<file path="src/rtl/lfsr_rr_scheduler.sv">
// lfsr_rr_scheduler: shares one Fibonacci LFSR among REQ requesters.
// Requesters are picked round-robin and each grant delivers at most BURST
// words, one per cycle, while the owner keeps its request up. The block
// owns seeding (an all-zero seed is replaced by DEFAULT_SEED so the LFSR
// cannot lock up) and flags the word after which the sequence returns to
// the seed.
//
// Handshake: req is a level, not a pulse. A requester is served while its
// req bit is high and gnt shows its one-hot bit; each edge in SERVE with
// req[owner]=1 presents exactly one word (rsp_valid=1, rsp_data, rsp_id).
// There is no backpressure: a word presented with rsp_valid=1 is consumed.
// Dropping req ends the grant without delivering a word on that edge.
module lfsr_rr_scheduler #(
  parameter int             N            = 4,
  parameter logic [N-1:0]   TAPS         = 4'b1100,
  parameter logic [N-1:0]   DEFAULT_SEED = 4'b1111,
  parameter int             REQ          = 3,
  parameter int             BURST        = 4
) (
  input  logic                    clk,
  input  logic                    reset,
  input  logic [REQ-1:0]          req,
  input  logic                    load_seed,
  input  logic [N-1:0]            seed_data,
  output logic [REQ-1:0]          gnt,
  output logic                    rsp_valid,
  output logic [N-1:0]            rsp_data,
  output logic [$clog2(REQ)-1:0]  rsp_id,
  output logic                    wrap,
  output logic                    busy
);

  localparam int IDW = $clog2(REQ);
  localparam int CW  = $clog2(BURST + 1);

  typedef enum logic [1:0] {
    IDLE    = 2'd0,
    SERVE   = 2'd1,
    SEEDING = 2'd2
  } state_t;

  // state is kept as a named enum so checkers can bind to it directly
  state_t           state;
  logic [N-1:0]     lfsr;
  logic [N-1:0]     seed_reg;
  logic [IDW-1:0]   rr_ptr;
  logic [IDW-1:0]   owner;
  logic [CW-1:0]    burst_cnt;

  logic [N-1:0]     lfsr_next;
  logic [N-1:0]     seed_sel;
  logic [IDW-1:0]   owner_inc;
  logic             burst_last;
  logic             sel_found;
  logic [IDW-1:0]   sel_idx;
  int               cand;

  // LFSR successor, seed substitution and round-robin helpers
  always_comb begin
    lfsr_next  = {lfsr[N-2:0], ^(lfsr & TAPS)};
    seed_sel   = (seed_data == '0) ? DEFAULT_SEED : seed_data;
    owner_inc  = (int'(owner) == REQ - 1) ? '0 : owner + IDW'(1);
    burst_last = (burst_cnt == CW'(BURST - 1));
  end

  // first requesting index scanning upward from rr_ptr, wrapping at REQ
  always_comb begin
    sel_found = 1'b0;
    sel_idx   = '0;
    cand      = 0;
    for (int i = 0; i < REQ; i++) begin
      cand = (int'(rr_ptr) + i) % REQ;
      if (!sel_found && req[cand]) begin
        sel_found = 1'b1;
        sel_idx   = IDW'(cand);
      end
    end
  end

  // controller: arbitration, burst delivery, seeding; all outputs registered
  always_ff @(posedge clk) begin
    if (reset) begin
      state     <= IDLE;
      lfsr      <= DEFAULT_SEED;
      seed_reg  <= DEFAULT_SEED;
      rr_ptr    <= '0;
      owner     <= '0;
      burst_cnt <= '0;
      gnt       <= '0;
      rsp_valid <= 1'b0;
      rsp_data  <= '0;
      rsp_id    <= '0;
      wrap      <= 1'b0;
    end else begin
      rsp_valid <= 1'b0;
      wrap      <= 1'b0;
      if (load_seed) begin
        lfsr     <= seed_sel;
        seed_reg <= seed_sel;
        gnt      <= '0;
        state    <= SEEDING;
      end else begin
        case (state)
          IDLE: begin
            if (sel_found) begin
              owner     <= sel_idx;
              gnt       <= {{(REQ-1){1'b0}}, 1'b1} << sel_idx;
              burst_cnt <= '0;
              state     <= SERVE;
            end
          end
          SERVE: begin
            if (req[owner]) begin
              rsp_valid <= 1'b1;
              rsp_data  <= lfsr;
              rsp_id    <= owner;
              lfsr      <= lfsr_next;
              burst_cnt <= burst_cnt + CW'(1);
              wrap      <= (lfsr_next == seed_reg);
              if (burst_last) begin
                gnt    <= '0;
                rr_ptr <= owner_inc;
                state  <= IDLE;
              end
            end else begin
              gnt    <= '0;
              rr_ptr <= owner_inc;
              state  <= IDLE;
            end
          end
          SEEDING: state <= IDLE;
          default: state <= IDLE;
        endcase
      end
    end
  end

  assign busy = (state != IDLE);

endmodule

</file>
<file path="config.mk">
export PLATFORM = sky130hd
export DESIGN_NAME = lfsr_rr_scheduler
export DESIGN_NICKNAME = d
export VERILOG_FILES = /design/src/rtl/lfsr_rr_scheduler.sv
export SDC_FILE = /design/constraint.sdc
export NUM_CORES = 1
export LEC_CHECK = 0
export BUFFER_PORTS_ARGS = -buffer_cell sky130_fd_sc_hd__buf_2
export CAP_MARGIN = 20
export CORE_MARGIN = 4
export CORE_UTILIZATION = 50
export DETAILED_ROUTE_END_ITERATION = 10
export GPL_TIMING_DRIVEN = 0
export HOLD_SLACK_MARGIN = 0.12
export PLACE_DENSITY = 0.74
export SYNTH_ARGS = -nofsm -noshare
export SYNTH_HDL_FRONTEND = slang
export SYNTH_SLANG_ARGS = --single-unit
</file>
<file path="constraint.sdc">
create_clock -name clk -period 2 [get_ports clk]
set_input_delay 0.3 -clock clk [delete_from_list [all_inputs] [get_ports clk]]
set_output_delay 0.3 -clock clk [all_outputs]
set_load 0.05 [all_outputs]
</file>
==> metrics, run 1 <==
top-count cell post-synth dfxtp_1; Cells after Synth 170; worst-margin pin slew 0.506 ns; Synth Cell Area 0.00145 mm^2; Pleak 0.000718 uW; Finished Layout Cells 229; Synth area leaders dfxtp_1 39%, nand2_1 6.2%, ha_1 5.2%; Yosys warnings 0; main flop type after synthesis dfxtp_1; Fillers 261; Final Power 1190 uW; HP Class primary input to flip-flop; Seq. cell area 568 um^2; Clock Path Buffers 2; relative slew slack 65.8%; CP cell instances buf_4 > ha_4 > a22o_1 > a211o_4 > a22oi_4 > nand2b_4 > a2bb2o_4; Setup violations, final 0; antenna violations before repair 0; Detailed Route WL 3220 um; Antenna diodes 0; DP Worst Slack -0.166 ns; residual DRC count 0; routability-driven placement congestion ratio 0.796; PnR worst setup slack 0.0703 ns; synthesized net count 186; later-pin clock latency in the skew report 0.33 ns; Final #Nets 215; Startpoint Class flip-flop; status finished, final reports clean; CP Buf/Inv Count 1; drt pass-1 iters 4; core area 0.00276 mm^2; Avg WL per Cell 14.1 um; Post-synth top cells 28 x dfxtp_1, 24 x nand2_1, 13 x o21ai_0; sequential area share after synthesis 38.8%; CP Capture Type flip-flop; area occupied by multi-input gates 915 um^2; GRT Total Usage 17.5%; P&R area growth vs syn 22.3%; Slowest-stage cell, CP dfxtp_4; Final Critical Period 1.93 ns; initial core utilization 52.5%; Root Driver clkbuf_4; vias 1299; CP endpoint gnt[2]; Synth cell types 39; Die W 61.8 um; Critical Path AT 2.16 ns; Reg2Reg Depth 7; vias in the first global route 1143; Critical Path Stages 7; hold buffers post-CTS 0; initial drt markers 43; DP HPWL 2320 um; Yosys top cell area share 38.8%; Largest delay share family, worst path compound AO/OA/AOI/OAI gates; I/O pins 22; placed insts 221; Post-synth EDFFs 0; Crit. Startpoint rr_ptr[1]; CTS buffer count 3; Max Fclk 0.518 GHz; Worst R2R End gnt[2]; Final period util 96.5%; Worst-path clk slew 0.15 ns; die outline area 0.00382 mm^2; RSZ-0062 raised after global routing false; gr ovfl total 0; CTS tree done; Critical Path RT 2.23 ns; largest net degree at the start of global routing 17; Final Slew Violations 0; Max FO, Critical Path 5; Hold Vio Cnt, Final 0; Vias per Instance 5.67; Critical R2R Launch rr_ptr[1]; global-route wire length before repair 5070 um; # H-tree levels 1; ys async rst share 0%; Synth Area per Inst 8.51 um^2; I/O Buffers 20; share of cells above drive strength 1 26.3%; utilization after layout 64.2%; Setup CP Type flip-flop to flip-flop; hold wc startpoint seed_data[1]; leading area contributor after synthesis dfxtp_1; Peak supply drop 0.706 mV; final setup TNS 0 ns; antenna-violating nets left 0; R2R setup slack 0.07 ns; clk sinks 28; Die H 61.8 um; Max-Cap Viols 0; number of synthesized register bits 28; total power per unit cell area 673 mW/mm^2; Worst path max stage delay 0.39 ns; Worst Skew 0.00838 ns; row cnt 19
==> power by group <==
group / internal, uW / switching, uW / total, uW
clock network: 203 / 161 / 364
logic: 89.6 / 130 / 219
registers: 582 / 24.0 / 606
==> metal layers <==
metal	GRT usage [%]	vias to the layer above	share of wire, %
met5	0	-	0
met2	27.8	31	47
met4	2.73	0	0.37
li1	-	658	-
met1	24.6	608	47
met3	4.34	2	5.0
==> worst min path at each step <==
| stage | end | cells past startpoint |
|---|---|---|
| floorplan | seed_reg[1] | 2 |
| global placement | rsp_data[3] | 2 |
| detailed placement | rsp_data[0] | 2 |
| CTS | lfsr[1] | 3 |
| global route | lfsr[2] | 3 |
| finish | lfsr[1] | 3 |
==> worst reg2reg max path, delay by kind of cell, from the launching register on <==
family	cells	cell delay, ns
AOI/OAI and AO/OA	4	0.97
DFF	1	0.39
and+or+nand+nor	1	0.18
adders and majority gates	1	0.17
buffers and inverters	1	0.14
==> logic make-up (layout without fill, tap and decap cells) <==
family / after synthesis / after routing / synth area share (%)
AOI/OAI and AO/OA: 46 / 46 / 22.5
muxes: 6 / 6 / 4.15
DFF: 28 / 28 / 38.8
buffers and inverters: 14 / 42 / 4.15
xor gates and xnor gates: 5 / 5 / 3.03
adders and majority gates: 6 / 6 / 5.19
and+or+nand+nor: 65 / 65 / 22.2
==> layout make-up <==
cell class	instances	area share [%]
inverter	8	1.70
clock inverter	1	1.70
sequential	28	32.1
multi-input combinational	128	51.7
buffer	5	1.49
timing repair buffer	25	7.85
clock buffer	3	1.27
tap	31	2.19
==> repair_timing <==
| action | in CTS | in global routing |
|---|---|---|
| pin swaps | 2 | 8 |
| setup buffers | 1 | 4 |
| resized for setup | 5 | 21 |
| setup endpoints to repair | 8 | 8 |
| hold endpoints to repair | 0 | 0 |
==> stage by stage <==
| stage | hold slack [ns] | area (um^2) |
|---|---|---|
| 6_report | 0.272 | 1770 |
| 5_1_grt | 0.279 | 1770 |
| 4_1_cts | 0.273 | 1660 |
| 3_5_place_dp | 0.446 | 1590 |
| 3_3_place_gp | 0.440 | 1590 |
| 2_1_floorplan | 0.444 | 1450 |
==> cells in the final DEF (no fill, tap or decap), types with 2 or more instances in the layout <==
master    synthesis  layout
buf_4             0       3
a21o_1            2       2
dfxtp_4           0       2
ha_4              0       3
nand2_1          24      24
o22ai_1           3       2
nand3_1           9       9
inv_2             0       2
nand2b_1          5       5
nor3_1            2       2
a22o_1            2       2
ha_1              6       3
clkbuf_1          5       4
buf_6             1       2
mux2i_1           6       6
clkbuf_4          0       3
buf_2             0      20
inv_1             8       6
a21oi_1          12      11
nor2_1           11      10
dfxtp_1          28      26
or2_2             2       2
o21ai_0          13      13
nor2b_1           5       5
xnor2_1           5       5
(Power assumes the default switching activity.)
==> inputs of run 2 (changes only) <==
Settings changed: CAP_MARGIN 20 to unset, CORE_UTILIZATION 50 to 52, CTS_BUF_LIST set to sky130_fd_sc_hd__clkbuf_8, PLACE_DENSITY 0.74 to 0.77, RECOVER_POWER set to 100.
==> metrics, run 2 (synthesis gave the netlist of run 1 again) <==
routability-driven placement congestion ratio 0.762 (was 0.796); Max FO, Critical Path 5 (unchanged); Hold Vio Cnt, Final 0 (unchanged); Slowest-stage cell, CP dfxtp_4 (unchanged); Detailed Route WL 3140 um (was 3220 um); later-pin clock latency in the skew report 0.27 ns (was 0.33 ns); placed inst area 0.00158 mm^2 (was 0.00159 mm^2); Avg WL per Cell 13.9 um (was 14.1 um); fin area 0.00172 mm^2 (was 0.00177 mm^2); Final Slew Violations 0 (unchanged); residual DRC count 0 (unchanged); drt pass-1 iters 4 (unchanged); hold buffers post-CTS 0 (unchanged); grt met3 use 4.68% (was 4.34%); CP endpoint gnt[2] (unchanged); DP HPWL 2280 um (was 2320 um); initial core utilization 56.3% (was 52.5%); clock share of power 35.0% (was 30.6%); Final Power 1250 uW (was 1190 uW); Vias per Instance 5.81 (was 5.67); Reg2Reg Depth 7 (unchanged); vias in the first global route 1276 (was 1143); Final #Nets 213 (was 215); row cnt 18 (was 19); Critical R2R Launch rr_ptr[1] (unchanged); Antenna diodes 0 (unchanged); global-route wire length before repair 5390 um (was 5070 um); HP Class primary input to flip-flop (unchanged); clk sinks 28 (unchanged); Pint 933 uW (was 875 uW); antenna-violating nets left 0 (unchanged); Clock Path Buffers 2 (unchanged); Worst-path clk slew 0.10 ns (was 0.15 ns); vias 1313 (was 1299); Peak supply drop 0.743 mV (was 0.706 mV); gr ovfl total 0 (unchanged); Combinational Power Share 16.7% (was 18.4%); largest net degree at the start of global routing 17 (unchanged); CP cell instances buf_4 > ha_4 > a22o_1 > a211o_1 > a22oi_4 > nand2b_4 > a2bb2o_4 (was buf_4 > ha_4 > a22o_1 > a211o_4 > a22oi_4 > nand2b_4 > a2bb2o_4); die outline area 0.00369 mm^2 (was 0.00382 mm^2); CP Capture Type flip-flop (unchanged); Crit. Startpoint rr_ptr[1] (unchanged); Die H 60.7 um (was 61.8 um); # H-tree levels 1 (unchanged); Worst R2R End gnt[2] (unchanged); worst-margin pin slew 0.597 ns (was 0.506 ns); Final period util 97.6% (was 96.5%); Final Critical Period 1.95 ns (was 1.93 ns); Critical Path RT 2.17 ns (was 2.23 ns); share of cells above drive strength 1 16.3% (was 26.3%); Max-Cap Viols 0 (unchanged); Die W 60.7 um (was 61.8 um); Global Route met1 Usage 25.1% (was 24.6%); Worst path max stage delay 0.35 ns (was 0.39 ns); CTS buffer count 3 (unchanged); commonest non-fill, non-tap cell in the layout dfxtp_1 (unchanged); Pleak 0.000658 uW (was 0.000718 uW); core area 0.00257 mm^2 (was 0.00276 mm^2); R2R setup slack 0.05 ns (was 0.07 ns); GR Util met2 32.2% (was 27.8%); utilization after layout 66.8% (was 64.2%); CTS tree done (unchanged); GRT busiest layer met2 (unchanged); Critical Path AT 2.12 ns (was 2.16 ns); switching power share of the total 25.6% (was 26.5%); antenna violations before repair 0 (unchanged); initial drt markers 54 (was 43); Root Driver clkbuf_8 (was clkbuf_4); I/O pins 22 (unchanged); Setup CP Type flip-flop to flip-flop (unchanged); Worst Skew 0.00826 ns (was 0.00838 ns); Setup violations, final 0 (unchanged); P&R area growth vs syn 18.6% (was 22.3%); relative slew slack 60.4% (was 65.8%); GRT Total Usage 19.1% (was 17.5%); I/O Buffers 20 (unchanged); RSZ-0062 raised after global routing false (unchanged); Psw 321 uW (was 315 uW); Startpoint Class flip-flop (unchanged); Max Fclk 0.512 GHz (was 0.518 GHz); status finished, final reports clean (unchanged); total power per unit cell area 731 mW/mm^2 (was 673 mW/mm^2); Seq pwr share 48.3% (was 51.0%); most frequent cells in the layout 26 x dfxtp_1, 24 x nand2_1, 17 x clkbuf_1 (was 26 x dfxtp_1, 24 x nand2_1, 20 x buf_2)
==> run 2: cell count changes in the layout (fill, tap and decap cells not counted), sizes merged <==
cell / change
clkbuf: +12
buf: -14
==> run 2: worst min path at each step <==
stage / end / slack (ns) / from / depth (start not counted)
floorplan: seed_reg[1] / 0.44 / seed_reg[1] / 2
global placement: rsp_data[3] / 0.44 / rsp_data[3] / 2
detailed placement: rsp_data[1] / 0.45 / rsp_data[1] / 2
CTS: lfsr[2] / 0.33 / seed_data[2] / 3
global route: lfsr[2] / 0.38 / seed_data[2] / 3
finish: lfsr[2] / 0.34 / seed_data[2] / 3
==> run 2: per-stage QoR <==
| stage | hold slack (ns) | setup WS [ns] | instances | setup TNS (ns) |
|---|---|---|---|---|
| 6_report | 0.339 | 0.0476 | 226 | 0 |
| 5_1_grt | 0.380 | 0.00561 | 226 | 0 |
| 4_1_cts | 0.329 | 0.00544 | 225 | 0 |
| 3_5_place_dp | 0.446 | -0.174 | 220 | -0.407 |
| 3_3_place_gp | 0.439 | -0.127 | 220 | -0.167 |
| 2_1_floorplan | 0.444 | 0.0326 | 170 | 0 |
==> run 2: worst max-delay path, delay by kind of cell (launching register included) <==
kind	cells	cell delay, ns
AO/OA/AOI/OAI	4	0.99
adder cells (fa/ha/maj)	1	0.18
buffers and inverters	1	0.15
flip-flops	1	0.35
AND/OR/NAND/NOR	1	0.19
==> run 2: area by class of cell <==
class                   instances  area (um^2)
plain buffers                   5         22.5
clock buffers                   3         41.3
clock inverters                 1         30.0
fillers                       244          852
inverters                       8         30.0
multi-input cells             128          876
flip-flops and latches         28          568
well taps                      30         37.5
repair buffers                 23          110
==> run 2: routing by layer <==
| layer | routed length [um] | vias to the layer above |
|---|---|---|
| met5 | 0 | - |
| met2 | 1460 | 40 |
| met1 | 1470 | 614 |
| li1 | - | 657 |
| met4 | 17 | 0 |
| met3 | 197 | 2 |
==> run 2: what timing repair did <==
item / in CTS / in global routing
setup endpoints to repair: 8 / 8
resized for setup: 3 / 17
pin swaps: 2 / 2
buffers inserted: 1 / 2
==> run 2: power by group through the flow <==
stage / Sequential (uW) / Clock [uW] / Combinational, uW
after floorplan: 634 / 0 / 133
after global placement: 618 / 0 / 192
after detailed placement: 620 / 0 / 197
after CTS: 607 / 446 / 204
after global routing: 610 / 463 / 232
final: 605 / 439 / 210
==> inputs of run 3 (changes only) <==
Settings changed: BUFFER_PORTS_ARGS -buffer_cell sky130_fd_sc_hd__buf_2 to unset, CORE_UTILIZATION 52 to 55, DONT_BUFFER_PORTS set to 1, PLACE_DENSITY 0.77 to 0.73.
==> metrics, run 3 (synthesis gave the netlist of run 1 again) <==
status finished, final reports clean (unchanged); die outline area 0.00351 mm^2 (was 0.00369 mm^2); hold buffers post-CTS 0 (unchanged); Max Fclk 0.520 GHz (was 0.512 GHz); Finished Layout Cells 206 (was 226); placed inst area 0.00148 mm^2 (was 0.00158 mm^2); Die H 59.3 um (was 60.7 um); global-route wire length before repair 5060 um (was 5390 um); clock share of power 29.7% (was 35.0%); Peak supply drop 0.517 mV (was 0.743 mV); utilization after layout 64.9% (was 66.8%); Startpoint Class flip-flop (unchanged); initial drt markers 46 (was 54); Vias per Instance 5.81 (about the same); CTS buffer count 3 (unchanged); vias in the first global route 1131 (was 1276); # H-tree levels 1 (unchanged); Clock Path Buffers 2 (unchanged); most frequent cells in the layout 26 x dfxtp_1, 24 x nand2_1, 13 x o21ai_0 (was 26 x dfxtp_1, 24 x nand2_1, 17 x clkbuf_1); placed insts 200 (was 220); antenna violations before repair 0 (unchanged); Critical Path RT 2.17 ns (about the same); HP Class primary input to flip-flop (unchanged); worst-margin pin slew 0.528 ns (was 0.597 ns); initial core utilization 57.9% (was 56.3%); I/O pins 22 (unchanged); share of cells above drive strength 1 14.8% (was 16.3%); fin area 0.00162 mm^2 (was 0.00172 mm^2); antenna-violating nets left 0 (unchanged); later-pin clock latency in the skew report 0.27 ns (about the same); clk sinks 28 (unchanged); Final #Nets 193 (was 213); Psw 302 uW (was 321 uW); Antenna diodes 0 (unchanged); DP HPWL 2180 um (was 2280 um); core area 0.00250 mm^2 (was 0.00257 mm^2); residual DRC count 0 (unchanged); Detailed Route WL 3120 um (was 3140 um); Critical Path AT 2.09 ns (was 2.12 ns); switching power share of the total 26.5% (was 25.6%); gr ovfl total 0 (unchanged); relative slew slack 64.8% (was 60.4%); Pint 837 uW (was 933 uW); Avg WL per Cell 15.1 um (was 13.9 um); GRT Total Usage 18.6% (was 19.1%); Combinational Power Share 15.3% (was 16.7%); vias 1196 (was 1313); Root Driver clkbuf_8 (unchanged); Hold Vio Cnt, Final 0 (unchanged); Seq pwr share 55.0% (was 48.3%); CP Capture Type flip-flop (unchanged); final setup TNS 0 ns (unchanged); Max FO, Critical Path 5 (unchanged); P&R area growth vs syn 12.1% (was 18.6%); routability-driven placement congestion ratio 0.794 (was 0.762); Max-Cap Viols 0 (unchanged); Worst-path clk slew 0.09 ns (was 0.10 ns); Setup CP Type flip-flop to flip-flop (unchanged); Final period util 96.1% (was 97.6%); I/O Buffers 0 (was 20); hold_ws 0.244 ns (was 0.339 ns); Die W 59.3 um (was 60.7 um); largest net degree at the start of global routing 16 (was 17); Setup violations, final 0 (unchanged); Final Slew Violations 0 (unchanged); Final Critical Period 1.92 ns (was 1.95 ns); Worst Skew 0.00468 ns (was 0.00826 ns); row cnt 18 (unchanged); commonest non-fill, non-tap cell in the layout dfxtp_1 (unchanged); CTS tree done (unchanged); total power per unit cell area 703 mW/mm^2 (was 731 mW/mm^2); drt pass-1 iters 4 (unchanged); Pleak 0.000611 uW (was 0.000658 uW)
## run 3: repair_timing
action | in CTS | in global routing
setup endpoints to repair | 5 | 8
pin swaps | 2 | 4
gates resized for setup | 5 | 13
setup buffers | 1 | 1
## run 3: power by group through the flow
stage / logic [uW] / clock network, uW / registers [uW]
after CTS: 163 / 346 / 627
after global routing: 192 / 361 / 631
after detailed placement: 156 / 0 / 640
after floorplan: 133 / 0 / 634
final: 174 / 339 / 627
after global placement: 152 / 0 / 639
## run 3: worst paths after layout
path / to / startpoint / cells after the start / slack (ns)
max: gnt[2] / rr_ptr[0] / 7 / 0.08
max reg2reg: gnt[2] / rr_ptr[0] / 7 / 0.08
min reg2reg: seed_reg[3] / seed_reg[3] / 2 / 0.47
min: seed_reg[0] / seed_data[0] / 2 / 0.24
## run 3: worst max-delay path: stages (launching register included)
cell and delay (ns):
dfxtp_2 0.35, inv_1 0.08, ha_1 0.29, mux2i_1 0.24, o22ai_2 0.16, nor2_1 0.23, a22o_1 0.24, a2bb2o_4 0.22
## run 3: area by class of cell
type / instances / area, um^2
Buffer: 6 / 37.5
Multi-Input combinational cell: 128 / 877
Fill cell: 213 / 878
Sequential cell: 28 / 566
Inverter: 8 / 30.0
Timing Repair Buffer: 2 / 18.8
Clock buffer: 4 / 55.1
Tap cell: 30 / 37.5
## run 3: per-layer routing
layer | vias up | wire length (um) | track usage, %
li1 | 609 | - | -
met1 | 561 | 1540 | 25.6
met2 | 24 | 1420 | 29.0
met3 | 2 | 143 | 4.58
met4 | 0 | 15 | 4.53
met5 | - | 0 | 0
## run 3: metrics by stage
stage,power (uW),setup WS [ns]
after floorplan,767,0.0326
final,1140,0.0786
after detailed placement,797,-0.150
after global routing,1180,-0.0621
after CTS,1140,0.00436
after global placement,791,-0.124
